**config.mk**
```make
export PLATFORM = sky130hd
export DESIGN_NAME = pci_avm_burst_splitter
export DESIGN_NICKNAME = d
export VERILOG_FILES = /design/src/rtl/pci_pkg.sv /design/src/rtl/pci_read_timeout.sv /design/src/rtl/pci_avm_burst_splitter.sv
export SDC_FILE = /design/constraint.sdc
export NUM_CORES = 1
export LEC_CHECK = 0
export BUFFER_PORTS_ARGS = -buffer_cell sky130_fd_sc_hd__buf_2
export CAP_MARGIN = 20
export CORE_MARGIN = 3
export CORE_UTILIZATION = 48
export CTS_CLUSTER_SIZE = 30
export DETAILED_ROUTE_END_ITERATION = 7
export GPL_ROUTABILITY_DRIVEN = 0
export PLACE_DENSITY = 0.8
export REMOVE_ABC_BUFFERS = 1
export SKIP_CTS_REPAIR_TIMING = 1
export SLEW_MARGIN = 20
export SYNTH_ARGS = -nofsm -noshare
export SYNTH_HDL_FRONTEND = slang
export SYNTH_SLANG_ARGS = --single-unit
export TNS_END_PERCENT = 100
```
**constraint.sdc**
```tcl
create_clock -name clk -period 2.25 [get_ports clk]
set_input_delay 0.225 -clock clk [delete_from_list [all_inputs] [get_ports clk]]
set_output_delay 0.225 -clock clk [all_outputs]
set_load 0.03 [all_outputs]
```
**src/rtl/pci_pkg.sv**
```systemverilog
`default_nettype none
// ============================================================================
//  Module      : pci_pkg
//  Description : Definitions shared by the PCI master bridge and its Avalon
//                front end. Holds the PCI command codes, the default
//                master-abort read value, the burst splitter state encoding
//                and the burst-length clamp helper.
//  Revision    : 1.0 - initial release
// ============================================================================
package pci_pkg;

    // PCI bus command codes, also used by the bridge.
    localparam logic [3:0] CMD_IO_READ   = 4'h2;
    localparam logic [3:0] CMD_IO_WRITE  = 4'h3;
    localparam logic [3:0] CMD_MEM_READ  = 4'h6;
    localparam logic [3:0] CMD_MEM_WRITE = 4'h7;
    localparam logic [3:0] CMD_CFG_READ  = 4'hA;
    localparam logic [3:0] CMD_CFG_WRITE = 4'hB;

    // A master abort on PCI reads back as all ones.
    localparam logic [31:0] c_ABORT_DATA = 32'hFFFF_FFFF;
    localparam int          c_MAX_BURST  = 8;

    typedef enum logic [2:0] {
        IDLE     = 3'd0,
        RD_ISSUE = 3'd1,
        RD_WAIT  = 3'd2,
        WR_ISSUE = 3'd3,
        WR_BEAT  = 3'd4
    } state_t;

    // A burstcount of 0 means one beat; anything above max_burst is cut down.
    function automatic logic [3:0] clamp_burst(input logic [3:0] count,
                                               input logic [3:0] max_burst);
        if (count == 4'd0)
            return 4'd1;
        else if (count > max_burst)
            return max_burst;
        else
            return count;
    endfunction

endpackage
`default_nettype wire

```
**src/rtl/pci_read_timeout.sv**
```systemverilog
`default_nettype none
// ============================================================================
//  Module      : pci_read_timeout
//  Description : Read-response watchdog for the burst splitter. Counts cycles
//                spent waiting for bridge read data, flags a timeout, and
//                tracks one outstanding late (stale) response so that it is
//                swallowed instead of being taken as a later beat's data.
//  Ports       : clk, rst_n   - clock, synchronous active-low reset
//                i_start      - bridge accepted a read; restart the count
//                i_waiting    - splitter is waiting for read data
//                i_rdv        - bridge m_readdatavalid
//                o_beat       - genuine read beat for the current request
//                o_timeout    - current request has timed out this cycle
//  Revision    : 1.0 - initial release
// ============================================================================
module pci_read_timeout #(
    parameter int TIMEOUT_CYCLES = 64
) (
    input  logic clk,
    input  logic rst_n,
    input  logic i_start,
    input  logic i_waiting,
    input  logic i_rdv,
    output logic o_beat,
    output logic o_timeout
);

    localparam logic [6:0] c_TMO_LAST = 7'(TIMEOUT_CYCLES - 1);

    logic [6:0] r_tmo;
    logic       r_stale;

    // A response that arrives while stale is set belongs to an earlier,
    // already-aborted read, so it never counts as the current beat.
    always_comb begin
        o_beat    = i_waiting && i_rdv && !r_stale;
        o_timeout = i_waiting && (r_tmo == c_TMO_LAST) && !o_beat;
    end

    always_ff @(posedge clk) begin
        if (!rst_n) begin
            r_tmo   <= 7'd0;
            r_stale <= 1'b0;
        end else begin
            if (i_start)
                r_tmo <= 7'd0;
            else if (i_waiting && (r_tmo != c_TMO_LAST))
                r_tmo <= r_tmo + 7'd1;

            // The late response is dropped in any state. A fresh timeout
            // keeps the flag set, but only one late beat is ever absorbed.
            if (o_timeout)
                r_stale <= 1'b1;
            else if (i_rdv)
                r_stale <= 1'b0;
        end
    end

endmodule
`default_nettype wire

```
**src/rtl/pci_avm_burst_splitter.sv**
```systemverilog
`default_nettype none
// ============================================================================
//  Module      : pci_avm_burst_splitter
//  Description : Splits Avalon bursts of 1..MAX_BURST beats into single-beat
//                transfers for the PCI master bridge, collects read data and
//                substitutes ABORT_DATA for reads the bridge never answers.
//  Ports       : clk, rst_n        - clock, synchronous active-low reset
//                s_*               - upstream Avalon slave (burst capable)
//                m_*               - downstream single-beat Avalon master
//                abort_flag        - sticky read-timeout indicator
//  Revision    : 1.0 - initial release
// ============================================================================
module pci_avm_burst_splitter
    import pci_pkg::*;
#(
    parameter int          TIMEOUT_CYCLES = 64,
    parameter logic [31:0] ABORT_DATA     = c_ABORT_DATA,
    parameter int          MAX_BURST      = c_MAX_BURST
) (
    input  logic        clk,
    input  logic        rst_n,
    input  logic [21:0] s_address,
    input  logic [3:0]  s_burstcount,
    input  logic [3:0]  s_byteenable,
    input  logic [31:0] s_writedata,
    input  logic        s_read,
    input  logic        s_write,
    output logic        s_waitrequest,
    output logic        s_readdatavalid,
    output logic [31:0] s_readdata,
    output logic [21:0] m_address,
    output logic [31:0] m_writedata,
    output logic [3:0]  m_byteenable,
    output logic [3:0]  m_burstcount,
    output logic        m_read,
    output logic        m_write,
    input  logic        m_waitrequest,
    input  logic        m_readdatavalid,
    input  logic [31:0] m_readdata,
    output logic        abort_flag
);

    state_t      r_state;
    state_t      w_state_next;
    logic        r_ready;        // low for the cycle after reset to hold off upstream
    logic [21:0] r_beat_addr;
    logic [3:0]  r_beats_left;
    logic [31:0] r_wdata;
    logic [3:0]  r_be;
    logic [31:0] r_rdata;
    logic        r_rdv;
    logic        r_abort;

    logic        w_start;
    logic        w_waiting;
    logic        w_beat;
    logic        w_timeout;
    logic        w_last_beat;

    assign w_start     = (r_state == RD_ISSUE) && !m_waitrequest;
    assign w_waiting   = (r_state == RD_WAIT);
    assign w_last_beat = (r_beats_left == 4'd1);

    pci_read_timeout #(
        .TIMEOUT_CYCLES (TIMEOUT_CYCLES)
    ) u_read_timeout (
        .clk       (clk),
        .rst_n     (rst_n),
        .i_start   (w_start),
        .i_waiting (w_waiting),
        .i_rdv     (m_readdatavalid),
        .o_beat    (w_beat),
        .o_timeout (w_timeout)
    );

    // ---------------------------------------------------------------- state
    always_ff @(posedge clk) begin
        if (!rst_n)
            r_state <= IDLE;
        else
            r_state <= w_state_next;
    end

    always_comb begin
        w_state_next = r_state;
        case (r_state)
            IDLE: begin
                // Write wins a simultaneous request; the read stays stalled.
                if (r_ready && s_write)
                    w_state_next = WR_ISSUE;
                else if (r_ready && s_read)
                    w_state_next = RD_ISSUE;
            end
            RD_ISSUE: begin
                if (!m_waitrequest)
                    w_state_next = RD_WAIT;
            end
            RD_WAIT: begin
                if (w_beat || w_timeout)
                    w_state_next = w_last_beat ? IDLE : RD_ISSUE;
            end
            WR_ISSUE: begin
                if (!m_waitrequest)
                    w_state_next = w_last_beat ? IDLE : WR_BEAT;
            end
            WR_BEAT: begin
                if (s_write)
                    w_state_next = WR_ISSUE;
            end
            default: w_state_next = IDLE;
        endcase
    end

    always_comb begin
        s_waitrequest = !(r_ready && ((r_state == IDLE) || (r_state == WR_BEAT)));
        m_read        = (r_state == RD_ISSUE);
        m_write       = (r_state == WR_ISSUE);
    end

    // ------------------------------------------------------------- datapath
    always_ff @(posedge clk) begin
        if (!rst_n) begin
            r_ready      <= 1'b0;
            r_beat_addr  <= 22'd0;
            r_beats_left <= 4'd0;
            r_wdata      <= 32'd0;
            r_be         <= 4'd0;
            r_rdata      <= 32'd0;
            r_rdv        <= 1'b0;
            r_abort      <= 1'b0;
        end else begin
            r_ready <= 1'b1;
            r_rdv   <= 1'b0;
            case (r_state)
                IDLE: begin
                    if (r_ready && (s_write || s_read)) begin
                        r_beat_addr  <= s_address;
                        r_beats_left <= clamp_burst(s_burstcount, 4'(MAX_BURST));
                        if (s_write) begin
                            r_wdata <= s_writedata;
                            r_be    <= s_byteenable;
                        end
                    end
                end
                RD_WAIT: begin
                    // A timed-out beat advances exactly like a real one.
                    if (w_beat || w_timeout) begin
                        r_rdv        <= 1'b1;
                        r_rdata      <= w_beat ? m_readdata : ABORT_DATA;
                        r_beat_addr  <= r_beat_addr + 22'd1;
                        r_beats_left <= r_beats_left - 4'd1;
                        if (w_timeout)
                            r_abort <= 1'b1;
                    end
                end
                WR_ISSUE: begin
                    if (!m_waitrequest && !w_last_beat) begin
                        r_beat_addr  <= r_beat_addr + 22'd1;
                        r_beats_left <= r_beats_left - 4'd1;
                    end
                end
                WR_BEAT: begin
                    if (s_write) begin
                        r_wdata <= s_writedata;
                        r_be    <= s_byteenable;
                    end
                end
                default: ;
            endcase
        end
    end

    assign s_readdatavalid = r_rdv;
    assign s_readdata      = r_rdata;
    assign m_address       = r_beat_addr;
    assign m_writedata     = r_wdata;
    assign m_byteenable    = r_be;
    assign m_burstcount    = 4'd1;
    assign abort_flag      = r_abort;

endmodule
`default_nettype wire

```
==> results.cfg <==
[timing]
relSlewSlack = 0.647
worst_hold_slack_ns = 0.0737
min_period_ns = 2.04
setup_viol = 0
finalSetupTns_ns = 0
period_share = 0.905
grt_setup_unrepaired = no
skew_ns = 0.0177
drv_slew = 0
clock.fmax_ghz = 0.491
tightest_slew_ns = 0.524
hold_viol = 0

[finish]
fin_area_sq_um = 6000
fin_nets = 825
layout_commonest_cell = buf_2
final_cell_mix = 194 x buf_2, 111 x nand2_1, 108 x dfxtp_1
diodes = 0
layout-drive-gt1-share = 0.377
syn2layout_area_growth_pct = 25.7
fillers = 831

[clock_tree]
clock_path_buffers = 2
cts_sinks = 108
numCtsBuffers = 9
clockRootBuffer = clkbuf_8
cts_max_level = 3
clock_latency_ns = 0.37
cts_tree = built
clk_pin_slew_ns = 0.12

[synthesis]
synth-seq-cells = 108
synth_top_family_by_area = compound AO/OA/AOI/OAI gates
netlist_area_sq_um = 4770
yosysSeqAreaShare = 0.453
ys_types = 63
synth_fa_ha_area_frac = 0.0105
synthMuxAreaShare = 0.00419
yosys.area_share.simple = 0.206
synth_edf_count = 0
synth_flop_cell = dfxtp_1
synth_compound_area_frac = 0.256
synthArstFlopShare = 0
synth-xor-area-share = 0.00917
netlist_instances = 545
ys_warn_count = 0
postSynthAreaPerCell_sq_um = 8.76

[grt]
grt_pass1_wl_um = 20800
grt_remaining_overflow = 0
grt_use_total = 0.224
grt_max_degree = 37
antenna_found_initial = 0
grt_pass1_vias = 4273

[run_status]
outcome = completed

[floorplan]
die_area_sq_um = 11200
io_pins = 199
row_count = 35
start_util = 0.505
die_w_um = 106
core_region_area_sq_um = 9460
fp.dieH_um = 106

[placed_design]
dpl.hpwl_um = 9580
place_area_sq_um = 5800
portBuffers = 194

[worst_hold_path]
hp-start = s_writedata[11]
min_delay_worst_endpoint = m_writedata[11]
hold_class = in2reg
hold_depth = 3

[pwr]
p_per_area_nw_per_um2 = 747
intPower_uw = 2920
swShare = 0.348
p_seq_frac = 0.489
p_comb_frac = 0.246
p_sw_uw = 1560
peakVddDrop_mv = 0.393
power_leakage_uw = 0.00270
p_clk_frac = 0.264

[drt]
vias = 4720
routed_via_density = 5.52
first_pass_iters = 5
drtIter0Drc = 357
wl_per_cell_um = 15.5
wl_um = 13300
drc = 0
drtAntennaViolNets = 0

[critical_path]
crit_arrival_ns = 1.81
crit_path_start_kind = flop
required_ns = 2.03
end_kind = primary output
r2r-end = r_beats_left[0]
worstSetupPathType = reg2out
slowest_delay_ns = 0.63
path_delay_family = flip-flops
crit_fanout = 24
r2r_cells = 6
crit_chain = nor2b_1, buf_12, and2_1, buf_2
r2r-start = r_state[1]
crit_slowest_cell = dfxtp_1
path_buf_inv = 2
rrSetupSlack_ns = 0.24

[flow_run]
maxCapViolCount = 0
synthesized netlist by cell type (all sizes together), types with 4 or more instances:
cell type	number	area, sq um
a31oi	5	31.3
inv	10	37.5
nor3b	5	53.8
a211oi	8	70.1
nand4	9	56.3
nor2	32	123
clkbuf	18	67.6
nand2	111	417
o221a	32	360
nor4	4	55.1
buf	27	179
and3	8	50.1
ha	4	50.1
xor2	4	35.0
nand3	13	65.1
o21ai	24	120
a21oi	60	323
nor3	10	55.1
o31ai	4	30.0
dfxtp	108	2160
metal layers:
layer  vias to the layer above  global-route usage  part of all wire
li1                       2306                   -                 -
met1                      2203               0.281              0.42
met2                       195               0.393              0.50
met3                        16              0.0361             0.067
met4                         0              0.0731             0.014
met5                         -                   0                 0
worst min-delay path, stage by stage:
cell	delay, ns
buf_2	0.09
nand2_1	0.04
a21oi_1	0.05
cells by family (layout without fill, tap and decap cells):
logic type      Yosys count  after routing
flops                   108            108
buf+inv                  55            234
simple gates            207            207
fa+ha+maj                 4              4
xor+xnor                  5              5
mux                       2              2
other cells               2              4
compound gates          162            162
layout make-up:
cell class,instances,area [sq um],area share
Multi-Input combinational cell,384,2340,0.390
Sequential cell,108,2160,0.360
Timing Repair Buffer,208,1100,0.183
Tap cell,129,161,0.0269
Clock buffer,10,138,0.0229
Clock inverter,6,60.1,0.0100
Inverter,10,37.5,0.00625
sequential cells by signal, indices dropped and copies added, names as in the netlist:
signal,cells
m_writedata,32
s_readdata,32
m_address,22
u_read_timeout.r_tmo,7
m_byteenable,4
r_beats_left,4
r_state,3
abort_flag,1
r_ready,1
s_readdatavalid,1
u_read_timeout.r_stale,1
through the flow:
step | power [uW] | worst slack [ns] | util | cells
after global routing | 4700 | 0.0824 | 0.635 | 855
after global placement | 3310 | 0.353 | 0.614 | 839
final | 4480 | 0.213 | 0.635 | 855
after floorplan | 2910 | 0.00680 | - | 502
after detailed placement | 3340 | 0.264 | 0.614 | 839
after CTS | 4510 | 0.180 | 0.635 | 855
power groups by stage:
stage / sequential [uW] / combinational (uW) / clock, uW
after detailed placement: 2230 / 1100 / 0
final: 2190 / 1110 / 1180
after CTS: 2190 / 1110 / 1210
after global routing: 2210 / 1200 / 1290
after floorplan: 2460 / 451 / 0
after global placement: 2220 / 1090 / 0
worst max-delay path by stage:
stage,slack (ns),from,endpoint,depth (start not counted)
3_5_place_dp,0.26,r_state[1],m_address[20],6
2_1_floorplan,0.007,r_state[1],m_address[8],5
3_3_place_gp,0.35,r_state[1],m_address[20],6
4_1_cts,0.18,r_state[1],m_write,4
6_report,0.21,r_state[1],m_write,4
5_1_grt,0.08,r_state[1],m_write,4
Power figures use the tool's default switching activity.
